==> src/rtl/spi_sram_port.sv <==
// rtl/spi_sram_port.sv - CPU request to SPI mode-0 serial SRAM bridge (read/write, little-endian words)
// Define SPI_SRAM_CLK_DIV4_EN to run the SPI clock at clk/4 instead of clk/2.
module spi_sram_port #(
    parameter int DATA_WIDTH_BYTES = 2,
    parameter int ADDR_BITS        = 16
) (
    input  logic                          clk,
    input  logic                          rst,
    input  logic [ADDR_BITS-1:0]          addr_in,
    input  logic [8*DATA_WIDTH_BYTES-1:0] data_in,
    input  logic                          start_read,
    input  logic                          start_write,
    output logic [8*DATA_WIDTH_BYTES-1:0] data_out,
    output logic                          busy,
    output logic                          spi_select,
    output logic                          spi_clk_out,
    output logic                          spi_mosi,
    input  logic                          spi_miso
);

    localparam int DW = 8 * DATA_WIDTH_BYTES;
    localparam int N  = 8 + ADDR_BITS + DW;
    localparam int CW = $clog2(N + 1);
`ifdef SPI_SRAM_CLK_DIV4_EN
    localparam int P = 2;
`else
    localparam int P = 1;
`endif
    localparam logic [0:0]    PH_LAST  = 1'(P - 1);
    localparam logic [CW-1:0] LAST_BIT = CW'(N - 1);

    typedef enum logic [1:0] {
        ST_IDLE,
        ST_SHIFT,
        ST_END
    } state_t;

    // Byte order on the wire is least-significant byte first.
    function automatic logic [DW-1:0] swap_bytes(input logic [DW-1:0] w);
        logic [DW-1:0] r;
        r = '0;
        for (int i = 0; i < DATA_WIDTH_BYTES; i++) begin
            r[8*i +: 8] = w[8*(DATA_WIDTH_BYTES-1-i) +: 8];
        end
        return r;
    endfunction

    state_t        state_q, state_d;
    logic [N-1:0]  sreg_q, sreg_d;
    logic [DW-1:0] rx_q, rx_d;
    logic [DW-1:0] data_out_q, data_out_d;
    logic [CW-1:0] bit_cnt_q, bit_cnt_d;
    logic [0:0]    ph_q, ph_d;
    logic          is_read_q, is_read_d;
    logic          busy_q, busy_d;
    logic          select_q, select_d;
    logic          clk_out_q, clk_out_d;
    logic          mosi_q, mosi_d;

    logic [N-1:0]  frame_load;
    logic [DW-1:0] rx_next;

    assign frame_load = {(start_write ? 8'h02 : 8'h03), addr_in,
                         (start_write ? swap_bytes(data_in) : {DW{1'b0}})};
    assign rx_next    = {rx_q[DW-2:0], spi_miso};

    always_comb begin
        state_d    = state_q;
        sreg_d     = sreg_q;
        rx_d       = rx_q;
        data_out_d = data_out_q;
        bit_cnt_d  = bit_cnt_q;
        ph_d       = ph_q;
        is_read_d  = is_read_q;
        busy_d     = busy_q;
        select_d   = select_q;
        clk_out_d  = clk_out_q;
        mosi_d     = mosi_q;
        unique case (state_q)
            ST_IDLE: begin
                if (start_write || start_read) begin
                    state_d   = ST_SHIFT;
                    is_read_d = !start_write;
                    mosi_d    = frame_load[N-1];
                    sreg_d    = {frame_load[N-2:0], 1'b0};
                    bit_cnt_d = '0;
                    ph_d      = '0;
                    busy_d    = 1'b1;
                    select_d  = 1'b0;
                    clk_out_d = 1'b0;
                end
            end
            ST_SHIFT: begin
                if (ph_q != PH_LAST) begin
                    ph_d = ph_q + 1'b1;
                end else begin
                    ph_d = '0;
                    if (!clk_out_q) begin
                        clk_out_d = 1'b1;
                    end else begin
                        // Edge ending the high phase: sample MISO, then next bit or finish.
                        rx_d      = rx_next;
                        clk_out_d = 1'b0;
                        if (bit_cnt_q == LAST_BIT) begin
                            state_d  = ST_END;
                            select_d = 1'b1;
                            mosi_d   = 1'b0;
                            if (is_read_q) begin
                                data_out_d = swap_bytes(rx_next);
                            end
                        end else begin
                            bit_cnt_d = bit_cnt_q + CW'(1);
                            mosi_d    = sreg_q[N-1];
                            sreg_d    = {sreg_q[N-2:0], 1'b0};
                        end
                    end
                end
            end
            ST_END: begin
                busy_d  = 1'b0;
                state_d = ST_IDLE;
            end
            default: begin
                state_d = ST_IDLE;
            end
        endcase
    end

    always_ff @(posedge clk) begin
        if (rst) begin
            state_q    <= ST_IDLE;
            sreg_q     <= '0;
            rx_q       <= '0;
            data_out_q <= '0;
            bit_cnt_q  <= '0;
            ph_q       <= '0;
            is_read_q  <= 1'b0;
            busy_q     <= 1'b0;
            select_q   <= 1'b1;
            clk_out_q  <= 1'b0;
            mosi_q     <= 1'b0;
        end else begin
            state_q    <= state_d;
            sreg_q     <= sreg_d;
            rx_q       <= rx_d;
            data_out_q <= data_out_d;
            bit_cnt_q  <= bit_cnt_d;
            ph_q       <= ph_d;
            is_read_q  <= is_read_d;
            busy_q     <= busy_d;
            select_q   <= select_d;
            clk_out_q  <= clk_out_d;
            mosi_q     <= mosi_d;
        end
    end

    assign data_out    = data_out_q;
    assign busy        = busy_q;
    assign spi_select  = select_q;
    assign spi_clk_out = clk_out_q;
    assign spi_mosi    = mosi_q;

endmodule

==> config.mk <==
export PLATFORM = sky130hd
export DESIGN_NAME = spi_sram_port
export DESIGN_NICKNAME = d
export VERILOG_FILES = /design/src/rtl/spi_sram_port.sv
export SDC_FILE = /design/constraint.sdc
export NUM_CORES = 1
export LEC_CHECK = 0
export ABC_AREA = 1
export BUFFER_PORTS_ARGS = -buffer_cell sky130_fd_sc_hd__clkbuf_2
export CORE_ASPECT_RATIO = 1.25
export CORE_UTILIZATION = 60
export CTS_CLUSTER_DIAMETER = 120
export DETAILED_ROUTE_END_ITERATION = 16
export GPL_TIMING_DRIVEN = 0
export PLACE_DENSITY = 0.8
export SLEW_MARGIN = 20
export SYNTH_ARGS = -nofsm -noshare
export SYNTH_HDL_FRONTEND = slang
export SYNTH_SLANG_ARGS = --single-unit
==> constraint.sdc <==
create_clock -name clk -period 2.2 [get_ports clk]
set_input_delay 0.33 -clock clk [delete_from_list [all_inputs] [get_ports clk]]
set_output_delay 0.33 -clock clk [all_outputs]
set_load 0.005 [all_outputs]
==> key figures <==
Logic synthesis
  – Synthesized area: 3550 um2
  – Synthesized netlist cell count: 499
  – Post-synthesis sequential area ratio: 46.8%
  – Top-area cell type share of the netlist area: 46.8%
  – YS warnings: 0
  – Library cells used by synthesis: 29
  – Seq cells post-synth: 83
  – Post-Synth Adder-Cell Area: 0.352%
  – Cell type with the largest total area after synthesis: dfxtp_1
  – Net Count, Synth: 537
  – Largest family of logic cells by synthesized area: simple AND/OR/NAND/NOR gates
  – Post-synthesis compound-gate area fraction: 12.1%
  – Syn_area_per_cell: 7.11 um2
  – Ranking of synthesized cells by area: dfxtp_1 47%, nand2_1 13%, nor2_1 12%
  – Post-synthesis mux area share: 0%
  – Synth Area in Simple Gates: 34.3%
  – XOR/XNOR share of the synthesized area: 0%

Routing
  – Remaining antenna violation count: 0
  – Residual DRC: 0
  – Wirelength per Cell: 11.6 um
  – Avg Vias per Cell: 5.17
  – Vias: 3279
  – DRT Pass-1 Iters: 6
  – DRT iter0 DRCs: 198
  – WL final: 7330 um

Final layout
  – Commonest non-fill, non-tap cell in the layout: nand2_1
  – Area grow syn2layout: 15.8%
  – Nets@finish: 603
  – Antenna fix cells: 0
  – Share of cells above drive strength 1: 18.1%
  – Commonest non-fill, non-tap cells in the layout: 125 x nand2_1, 114 x nor2_1, 83 x dfxtp_1, 55 x clkbuf_2, 48 x o21ai_0

GRT
  – GR Util All Layers: 24.9%
  – Vias in the first global route: 2891
  – First-pass GRT wire length: 12300 um
  – Initial antenna violation count: 0
  – Grt total ovfl: 0
  – Largest net degree at the start of global routing: 17

Worst setup path
  – Worst Setup Start Kind: flop
  – CP max FO: 10
  – CP required: 2.44 ns
  – Flop-to-flop setup slack: 0.55 ns
  – CP endpoint kind: flop
  – Worst setup path category: reg -> reg
  – Critical Path AT: 1.89 ns

Pwr
  – Power consumption: 3.27 mW
  – Cell Pwr Density: 797 nW/um2
  – Leak pwr: 1.86 nW
  – Peak supply drop: 0.532 mV

Floorplanning
  – Core box area: 5560 um2
  – DIE WIDTH: 70.8 um
  – IO Count: 57
  – Die area: 6230 um2
  – Starting Density: 63.9%
  – Die H: 88.0 um
  – Cell row count: 30

Clock network
  – Post_cts resized: 0
  – Reg clk slew, reported paths: 0.09 ns
  – Clk buf depth: 2
  – CTS tree: yes
  – # Post-CTS Setup Buffers: 0
  – Clk sink count: 83
  – Clock Latency Late Sink: 0.36 ns
  – Root buffer cell: clkbuf_8
  – Num CTS Buffers: 9
  – H-tree levels: 3
  – # hold bufs at CTS: 0

STA
  – Fin crit period: 1.65 ns
  – Final hold violations: 0
  – Period utilisation layout: 75.0%
  – Worst Clk Skew: 0.0133 ns
  – Hold_ws: 0.232 ns
  – Fmax: 606 MHz
  – Final setup viols: 0
  – Max-slew violation count: 0
  – RSZ-0062 raised after global routing: false
  – Worst slew margin: 67.3%
  – TNS Setup: 0 ns
  – Worst-margin pin slew: 0.491 ns

Placed design
  – DPL Wire Length: 5300 um
  – Gpl congestion: 0.829
  – Port Buf Inserts: 55

Min path
  – Worst min path class: in -> reg

Job
  – Max-cap violation count: 0

Outcome
  – Status: completed
stage by stage:
stage / cell area, um2 / cells / utilization (%) / setup slack (ns)
floorplan: 3550 / 499 / - / 0.753
global placement: 3910 / 618 / 70.3 / 0.615
detailed placement: 3910 / 618 / 70.3 / 0.581
CTS: 4110 / 634 / 74.0 / 0.546
global route: 4110 / 634 / 74.0 / 0.430
finish: 4110 / 634 / 74.0 / 0.551
critical path, stage by stage, from the launching register on:
cell and delay [ns]:
dfxtp_1 0.37, ha_1 0.22, nand2_2 0.09, nor2_4 0.13
nand2_2 0.10, nand2_4 0.09, nand2_4 0.08, nand2_8 0.11
inv_4 0.06, buf_6 0.14, nor2_1 0.10, nor2_1 0.05
state kept, by name (all words and copies together), names as in the netlist:
| name | cells |
|---|---|
| sreg_q | 39 |
| data_out | 16 |
| rx_q | 15 |
| bit_cnt_q | 6 |
| state_q | 2 |
| busy | 1 |
| is_read_q | 1 |
| spi_clk_out | 1 |
| spi_mosi | 1 |
| spi_select | 1 |
area by class of cell:
class | instances | area [um2]
sequential | 83 | 1660
tap | 64 | 80.1
inverter | 15 | 61.3
clock inverter | 7 | 81.3
clock buffer | 9 | 124
buffer | 29 | 166
multi-input combinational | 372 | 1660
timing repair buffer | 55 | 275
fill | 475 | 1450
where the power goes:
group          switching [mW]  internal [mW]  total (mW)
registers              0.0540           1.60        1.65
clock network           0.587          0.540        1.13
logic                   0.304          0.189       0.493
total                   0.945           2.33        3.27
cell usage after synthesis:
cell type	number
nand2_2	2
o21ai_1	7
nor2_1	114
nand4_4	1
dfxtp_1	83
inv_1	10
a21oi_1	26
nor2_8	1
o21ai_0	48
nand3_1	32
nor3_1	3
a211oi_1	1
nand2_8	1
nand2_4	3
clkbuf_1	13
buf_2	7
nor2_4	1
buf_6	4
nand4_1	1
nand2_1	125
nor3b_1	1
inv_4	2
o21ai_2	1
nor2_2	1
nand3b_1	1
inv_2	3
ha_1	1
buf_4	5
o211ai_1	1
per-layer routing:
layer / track usage, % / up-vias / share of wire [%]
met5: 0 / - / 0
met4: 11.8 / 0 / 1.7
met3: 3.68 / 10 / 2.5
met2: 45.4 / 52 / 50
met1: 28.7 / 1486 / 46
li1: - / 1731 / -
final timing paths:
| check | from | endpoint | depth (start not counted) |
|---|---|---|---|
| hold reg to reg | sreg_q[36]$_SDFFE_PP0P_ | sreg_q[36]$_SDFFE_PP0P_ | 2 |
| setup reg to reg | bit_cnt_q[0]$_SDFFE_PP0P_ | sreg_q[24]$_SDFFE_PP0P_ | 11 |
| setup / recovery | bit_cnt_q[0]$_SDFFE_PP0P_ | sreg_q[24]$_SDFFE_PP0P_ | 11 |
| hold / removal | spi_miso | rx_q[0]$_SDFFE_PP0P_ | 3 |
cell families (layout without fill, tap and decap cells):
logic type | after synthesis | count (layout)
buffers and inverters | 44 | 115
and+or+nand+nor | 287 | 287
AOI/OAI and AO/OA | 84 | 84
DFF | 83 | 83
adders and majority gates | 1 | 1
No activity file was read; power rests on OpenSTA's default activity.
